### config.mk
export PLATFORM = sky130hd
export DESIGN_NAME = led_blink_array
export DESIGN_NICKNAME = d
export VERILOG_FILES = /design/src/rtl/led_blink_array.sv
export SDC_FILE = /design/constraint.sdc
export NUM_CORES = 1
export LEC_CHECK = 0
export CORE_AREA = 5 5 179 147
export CTS_BUF_LIST = sky130_fd_sc_hd__clkbuf_8
export CTS_CLUSTER_SIZE = 28
export DETAILED_ROUTE_END_ITERATION = 8
export DIE_AREA = 0 0 184 152
export REMOVE_ABC_BUFFERS = 1
export SLEW_MARGIN = 20
export SYNTH_ARGS = -nofsm -noshare
export SYNTH_HDL_FRONTEND = slang
export SYNTH_SLANG_ARGS = --single-unit
export TNS_END_PERCENT = 30
### constraint.sdc
create_clock -name clk -period 3.6 [get_ports clk]
set_input_delay 1.08 -clock clk [delete_from_list [all_inputs] [get_ports clk]]
set_output_delay 1.08 -clock clk [all_outputs]
set_load 0.1 [all_outputs]
### src/rtl/led_blink_array.sv
// led_blink_array: shared-prescaler multi-channel LED generator with OFF/ON/BLINK/ONESHOT modes.
module led_blink_array #(
  parameter int         CLK_FREQ_HZ = 50_000_000,
  parameter int         TICK_HZ     = 1000,
  parameter int         N_LED       = 4,
  parameter int         PERIOD_W    = 16,
  parameter int         RST_PERIOD  = 500,
  parameter logic [1:0] RST_MODE    = 2'd2
) (
  input  logic                clk,
  input  logic                rst_n,
  input  logic                wr_en,
  input  logic [3:0]          wr_ch,
  input  logic [1:0]          wr_mode,
  input  logic [PERIOD_W-1:0] wr_period,
  output logic [N_LED-1:0]    led,
  output logic [N_LED-1:0]    busy,
  output logic                tick
);
  localparam int DIV = CLK_FREQ_HZ / TICK_HZ;
  localparam int PW = DIV > 1 ? $clog2(DIV) : 1;
  localparam logic [1:0] M_OFF = 2'd0, M_ON = 2'd1, M_BLINK = 2'd2, M_ONE = 2'd3;
  localparam logic [1:0] RMODE = (RST_MODE == M_ONE) ? M_OFF : RST_MODE;
  logic [PW-1:0] pcnt;
  logic [PERIOD_W-1:0] wp;
  assign wp = (wr_period == '0) ? PERIOD_W'(1) : wr_period;
  // tick is registered one count early so it is high exactly while pcnt == DIV-1
  always_ff @(posedge clk or negedge rst_n)
    if (!rst_n) begin
      pcnt <= '0;
      tick <= 1'b0;
    end else begin
      pcnt <= (pcnt == PW'(DIV - 1)) ? '0 : pcnt + 1'b1;
      tick <= pcnt == PW'(DIV - 2);
    end
  for (genvar i = 0; i < N_LED; i++) begin : g_ch
    logic [1:0] mode;
    logic [PERIOD_W-1:0] period, tcnt;
    logic led_q, hit, due;
    assign hit = wr_en && wr_ch == 4'(i);
    assign due = tcnt == period - 1'b1;
    assign led[i] = led_q;
    assign busy[i] = mode == M_ONE;
    // a write wins over a coincident tick for this channel only
    always_ff @(posedge clk or negedge rst_n)
      if (!rst_n) begin
        mode   <= RMODE;
        period <= PERIOD_W'(RST_PERIOD);
        tcnt   <= '0;
        led_q  <= 1'b0;
      end else if (hit) begin
        mode   <= wr_mode;
        period <= wp;
        tcnt   <= '0;
        led_q  <= wr_mode != M_OFF;
      end else if (mode == M_OFF || mode == M_ON) begin
        tcnt  <= '0;
        led_q <= mode == M_ON;
      end else if (tick) begin
        tcnt <= due ? '0 : tcnt + 1'b1;
        if (due && mode == M_BLINK) led_q <= ~led_q;
        if (due && mode == M_ONE) begin
          led_q <= 1'b0;
          mode  <= M_OFF;
        end
      end
  end
endmodule

## Yosys cells after proc, flatten, opt, wreduce, memory -nomap -nowiden

Cells that the tools add are included.

- Output and inout bits: 9
- Bits of input ports: 25
- Flip-flop bits (word level): 157
- Logic and storage cells: 157

- Eq/ne operators: 25
- Multiplexer cells: 54
- Reductions and logical operators: 47
- $add $sub $neg: 9
- Bitwise operators: 4

Operators with widths:

| kind | count |
|---|---|
| $mux W16 | 18 |
| $add A16 B1 Y16 const B | 5 |
| $eq A16 B16 Y1 | 4 |
| $sub A16 B1 Y16 const B | 4 |
| $eq A16 B16 Y1 const B | 2 |
| $mux W2 | 16 |
| $mux W1 | 20 |
| $reduce_bool A2 Y1 | 9 |
| $eq A2 B2 Y1 const B | 8 |
| $logic_not A16 Y1 | 1 |
| $reduce_bool A4 Y1 | 4 |
| $logic_and A1 B1 Y1 | 12 |
| $reduce_and A3 Y1 | 4 |
| $reduce_bool A3 Y1 | 4 |
| $eq A2 B1 Y1 const B | 4 |
| $eq A4 B2 Y1 const B | 2 |
| $logic_not A2 Y1 | 4 |
| $ne A2 B2 Y1 const B | 4 |
| $reduce_and A2 Y1 | 4 |
| $eq A4 B1 Y1 const B | 1 |
| $logic_not A4 Y1 | 1 |
| $logic_or A1 B1 Y1 | 4 |
| $not A1 Y1 | 4 |

## Depth between registers and ports, before layout

- Depth in word-level cells: 8
- Mapped depth: 13
- Mapped depth without buffers: 10

## Worst setup path before layout

Ideal clock, no wire load.

- Kind: in2reg
- From: input wr_ch[0]
- To: register g_ch[0].tcnt[15]
- Arrival: 2.961 ns
- Cell stages on the path: 8
- Required time: 3.482 ns
- Path slack: 0.521 ns
- Path buffers: 0
- Path through: or4b_2 > o21ai_1 > o211a_1 > nand3_1 > nor2_1 > nand3_1 > xor2_1 > nor2_1

- Word-level cells in the longest chain between the ends: 3
- Elaborated cells on any way between the ends: 4
- Those cells by class: mux (1); reduce/logical (3)

Ends and longest elaborated chain:

| element | RTL line | source |
|---|---|---|
| start: declaration | 13 | `input logic [3:0] wr_ch,` |
| $logic_not A4 Y1 (*) | 40 | `assign hit = wr_en && wr_ch == 4'(i);` |
| $logic_and A1 B1 Y1 (*) | 40 |  |
| $reduce_bool A3 Y1 (no source line) or $mux W16 (tied branches) | -- |  |
| end signal: assignment | 60 | `tcnt <= due ? '0 : tcnt + 1'b1;` |
| end: declaration | 38 | `logic [PERIOD_W-1:0] period, tcnt;` |

Mark *: on every way between the ends. The rest lies on a longest branch, timed or not.
A chain may end at the register's enable or synchronous reset.

## Worst setup path after layout

- From: register g_ch[1].period[0]
- To: register g_ch[1].mode[0]

- Word-level cells in the longest chain between the ends: 5

Ends and longest elaborated chain:

| element | RTL line | source |
|---|---|---|
| start: declaration | 38 |  |
| start signal: assignment | 48 | `period <= PERIOD_W'(RST_PERIOD);` |
| start signal: assignment | 53 | `period <= wp;` |
| $sub A16 B1 Y16 | 41 | `assign due = tcnt == period - 1'b1;` |
| $eq A16 B16 Y1 | 41 |  |
| $logic_and A1 B1 Y1 | 62 | `if (due && mode == M_ONE) begin` |
| $reduce_bool A2 Y1 (no source line) | -- |  |
| $reduce_and A3 Y1 (no source line) | -- |  |
| end signal: assignment | 52 | `mode <= wr_mode;` |
| end: declaration | 37 | `logic [1:0] mode;` |

Every way passes these cells.

==> reports/results.ini <==
[synth]
synth_cells=1010
synth.avg_cell_area_um2=9.43
synth_ff_type=dfrtp_1
ys_seq_elements=157
synth_top_family_by_area=simple AND/OR/NAND/NOR gates
yosys.cell_types.count=86
ys_async_sr_fraction_pct=100
synth-simple-area-share_pct=25.9
synthMuxAreaShare_pct=5.87
synth_compound_area_share_pct=10.7
synth_fa_ha_area_share_pct=1.31
netlist_area_um2=9530
synthXorXnorAreaFrac_pct=11.1
ys_seq_area_share_pct=41.6
synth_edf_count=0
synth.area.top_cells=dfrtp_1 34%, dfstp_2 7.7%, xor2_1 6.3%
yosys_warnings=0
synth_top_area_share_pct=33.9
yosysTopAreaCell=dfrtp_1

[clock_network]
cts_tree=built
cts.htree.levels=4
holdBufCountCts=0
cts_resized=0
cts-buffers-inserted=17
cts_setup_buffers=0
clockBufferDepth=2
clock_sinks=157
clk_pin_slew_worst_paths_ns=0.09
clock_latency_ns=0.46
cts-root-buf=clkbuf_8

[global_route]
grt_overflow=0
grt_pass1_wl_mm=38.3
antenna_found_initial=0
grt_pass1_vias=7294
grt_usage_pct=16.8
grt_start_max_net_pins=58

[place]
buffer_ports.inserted=33
pre_cts_ws_ns=0.106
dp.final_hpwl_mm=17.0
place_congestion=0.838

[routing]
wl_per_cell_um=17.0
drc=0
ant_nets=0
vias_per_cell=5.48
vias=7577
first_pass_iters=5
drt_iter0_drc=532
routed_wirelength_mm=23.4

[floorplan]
coreArea_um2=24600
die_height_um=152
io_pins=34
die_area_um2=28000
initial_core_util_pct=38.7
rows=52
die_x_um=184

[timing]
setup_ws_ns=0.333
slew_viol_final=0
worst_pin_slew_ns=0.724
finalSetupViolCount=0
max-slew-margin-rel_pct=51.3
setup_tns_ns=0
final_hold_viol_count=0
fin_skew_ns=0.0154
fin_crit_sh_pct=90.8
period_needed_ns=3.27
rsz0062_at_grt=no
fmax_mhz=306

[finish]
fillers=2384
antenna-diode-count=0
nNetsFinal=1080
area_delta_synth_final_pct=11.4
drive_gt1_share_pct=16.4

[worst_setup_path]
crit_path_end_kind=flip-flop
cp.arrival_ns=3.60
critPathLaunchType=flip-flop
crit_fanout=6
criticalPathCategory=reg -> reg
required_ns=3.94

[pwr]
fin_total_pwr_mw=5.02
p_leak_nw=4.40
p_per_area_nw_per_um2=473
ir_drop_uv=350

[job]
drv_cap=0

[status]
outcome=finished, final reports clean

[hold_path]
hp-class=reg -> reg

==> cells in the mapped netlist, drive strengths merged, types with 25 or more instances <==
| master | instances |
|---|---|
| nor3 | 34 |
| xor2 | 68 |
| a21oi | 27 |
| nand2 | 106 |
| dfstp | 28 |
| xnor2 | 53 |
| nor2 | 83 |
| and3 | 26 |
| nand4 | 25 |
| o21ai | 31 |
| nand3 | 39 |
| dfrtp | 129 |
| clkbuf | 32 |
| nor4 | 28 |
| mux2 | 47 |
| inv | 29 |
==> kinds of logic after synthesis <==
kind of cell	after synthesis
xor+xnor	121
simple gates	453
fa+ha+maj	10
flops	157
compound gates	146
buf+inv	73
mux	50
==> report_power, final <==
| part | internal [mW] | switching (mW) |
|---|---|---|
| combinational | 0.596 | 0.833 |
| clock | 0.562 | 0.700 |
| sequential | 2.02 | 0.307 |
| total | 3.18 | 1.84 |
==> cells in the final DEF, fill, tap and decap left out, types with 21 or more instances in the layout <==
| master | count |
|---|---|
| o21ai_0 | 30 |
| xor2_1 | 68 |
| buf_4 | 34 |
| nand2_1 | 105 |
| xnor2_1 | 53 |
| nand4_1 | 25 |
| and3_1 | 23 |
| mux2_2 | 46 |
| nand3_1 | 38 |
| clkdlybuf4s50_1 | 23 |
| a21oi_1 | 27 |
| nor2_1 | 82 |
| dfrtp_1 | 129 |
| dfstp_2 | 28 |
| inv_1 | 30 |
| nor2b_1 | 21 |
| nor3_1 | 33 |
| nor4_1 | 24 |
==> per-layer routing <==
layer | vias up | share of wire (%) | GRT usage [%]
li1 | 3715 | - | -
met1 | 3690 | 51 | 25.1
met2 | 146 | 43 | 24.7
met3 | 26 | 4.1 | 3.15
met4 | 0 | 1.6 | 4.86
met5 | - | 0 | 0
==> through the flow <==
step	cells	instance area, µm²	hold WS, ns	util (%)
detailed placement	1350	10200	0.474	41.7
global placement	1350	10200	0.473	41.7
global route	1382	10600	0.514	43.2
floorplan	966	9300	0.447	-
CTS	1382	10600	0.488	43.2
finish	1382	10600	0.486	43.2
==> state kept, by name (all words and copies together) (netlist names) <==
| signal | count |
|---|---|
| tick | 1 |
| g_ch.period | 64 |
| pcnt | 16 |
| g_ch.tcnt | 64 |
| g_ch.led_q | 4 |
| g_ch.mode | 8 |
==> worst max-delay path, stage by stage (launching register included) <==
cell,delay [ns]
dfrtp_1,0.45
inv_1,0.08
ha_1,0.19
or4b_1,0.52
or4_1,0.52
o21ai_0,0.19
nand4_1,0.13
nor4_2,0.47
nand2_1,0.20
o311ai_1,0.28
o21ai_0,0.12
==> layout make-up <==
type,count,area (µm²),share of cell area (%)
sequential,157,3960,37.3
clock buffer,18,248,2.33
multi-input combinational,780,5230,49.3
inverter,29,109,1.03
timing repair buffer,60,537,5.06
tap,324,405,3.82
clock inverter,14,119,1.12
==> path summary, 6_finish.rpt <==
check,from,to,slack [ns],cells past startpoint
max,g_ch[1].period[0],g_ch[1].mode[0],0.33,10
min,g_ch[1].period[7],g_ch[1].period[7],0.49,2
max reg2reg,g_ch[1].period[0],g_ch[1].mode[0],0.33,10
min reg2reg,g_ch[1].period[7],g_ch[1].period[7],0.49,2
max in group asynchronous,rst_n,g_ch[2].period[8],2.30,2
min in group asynchronous,rst_n,g_ch[3].tcnt[5],0.57,1
Power figures use the tool's default switching activity.
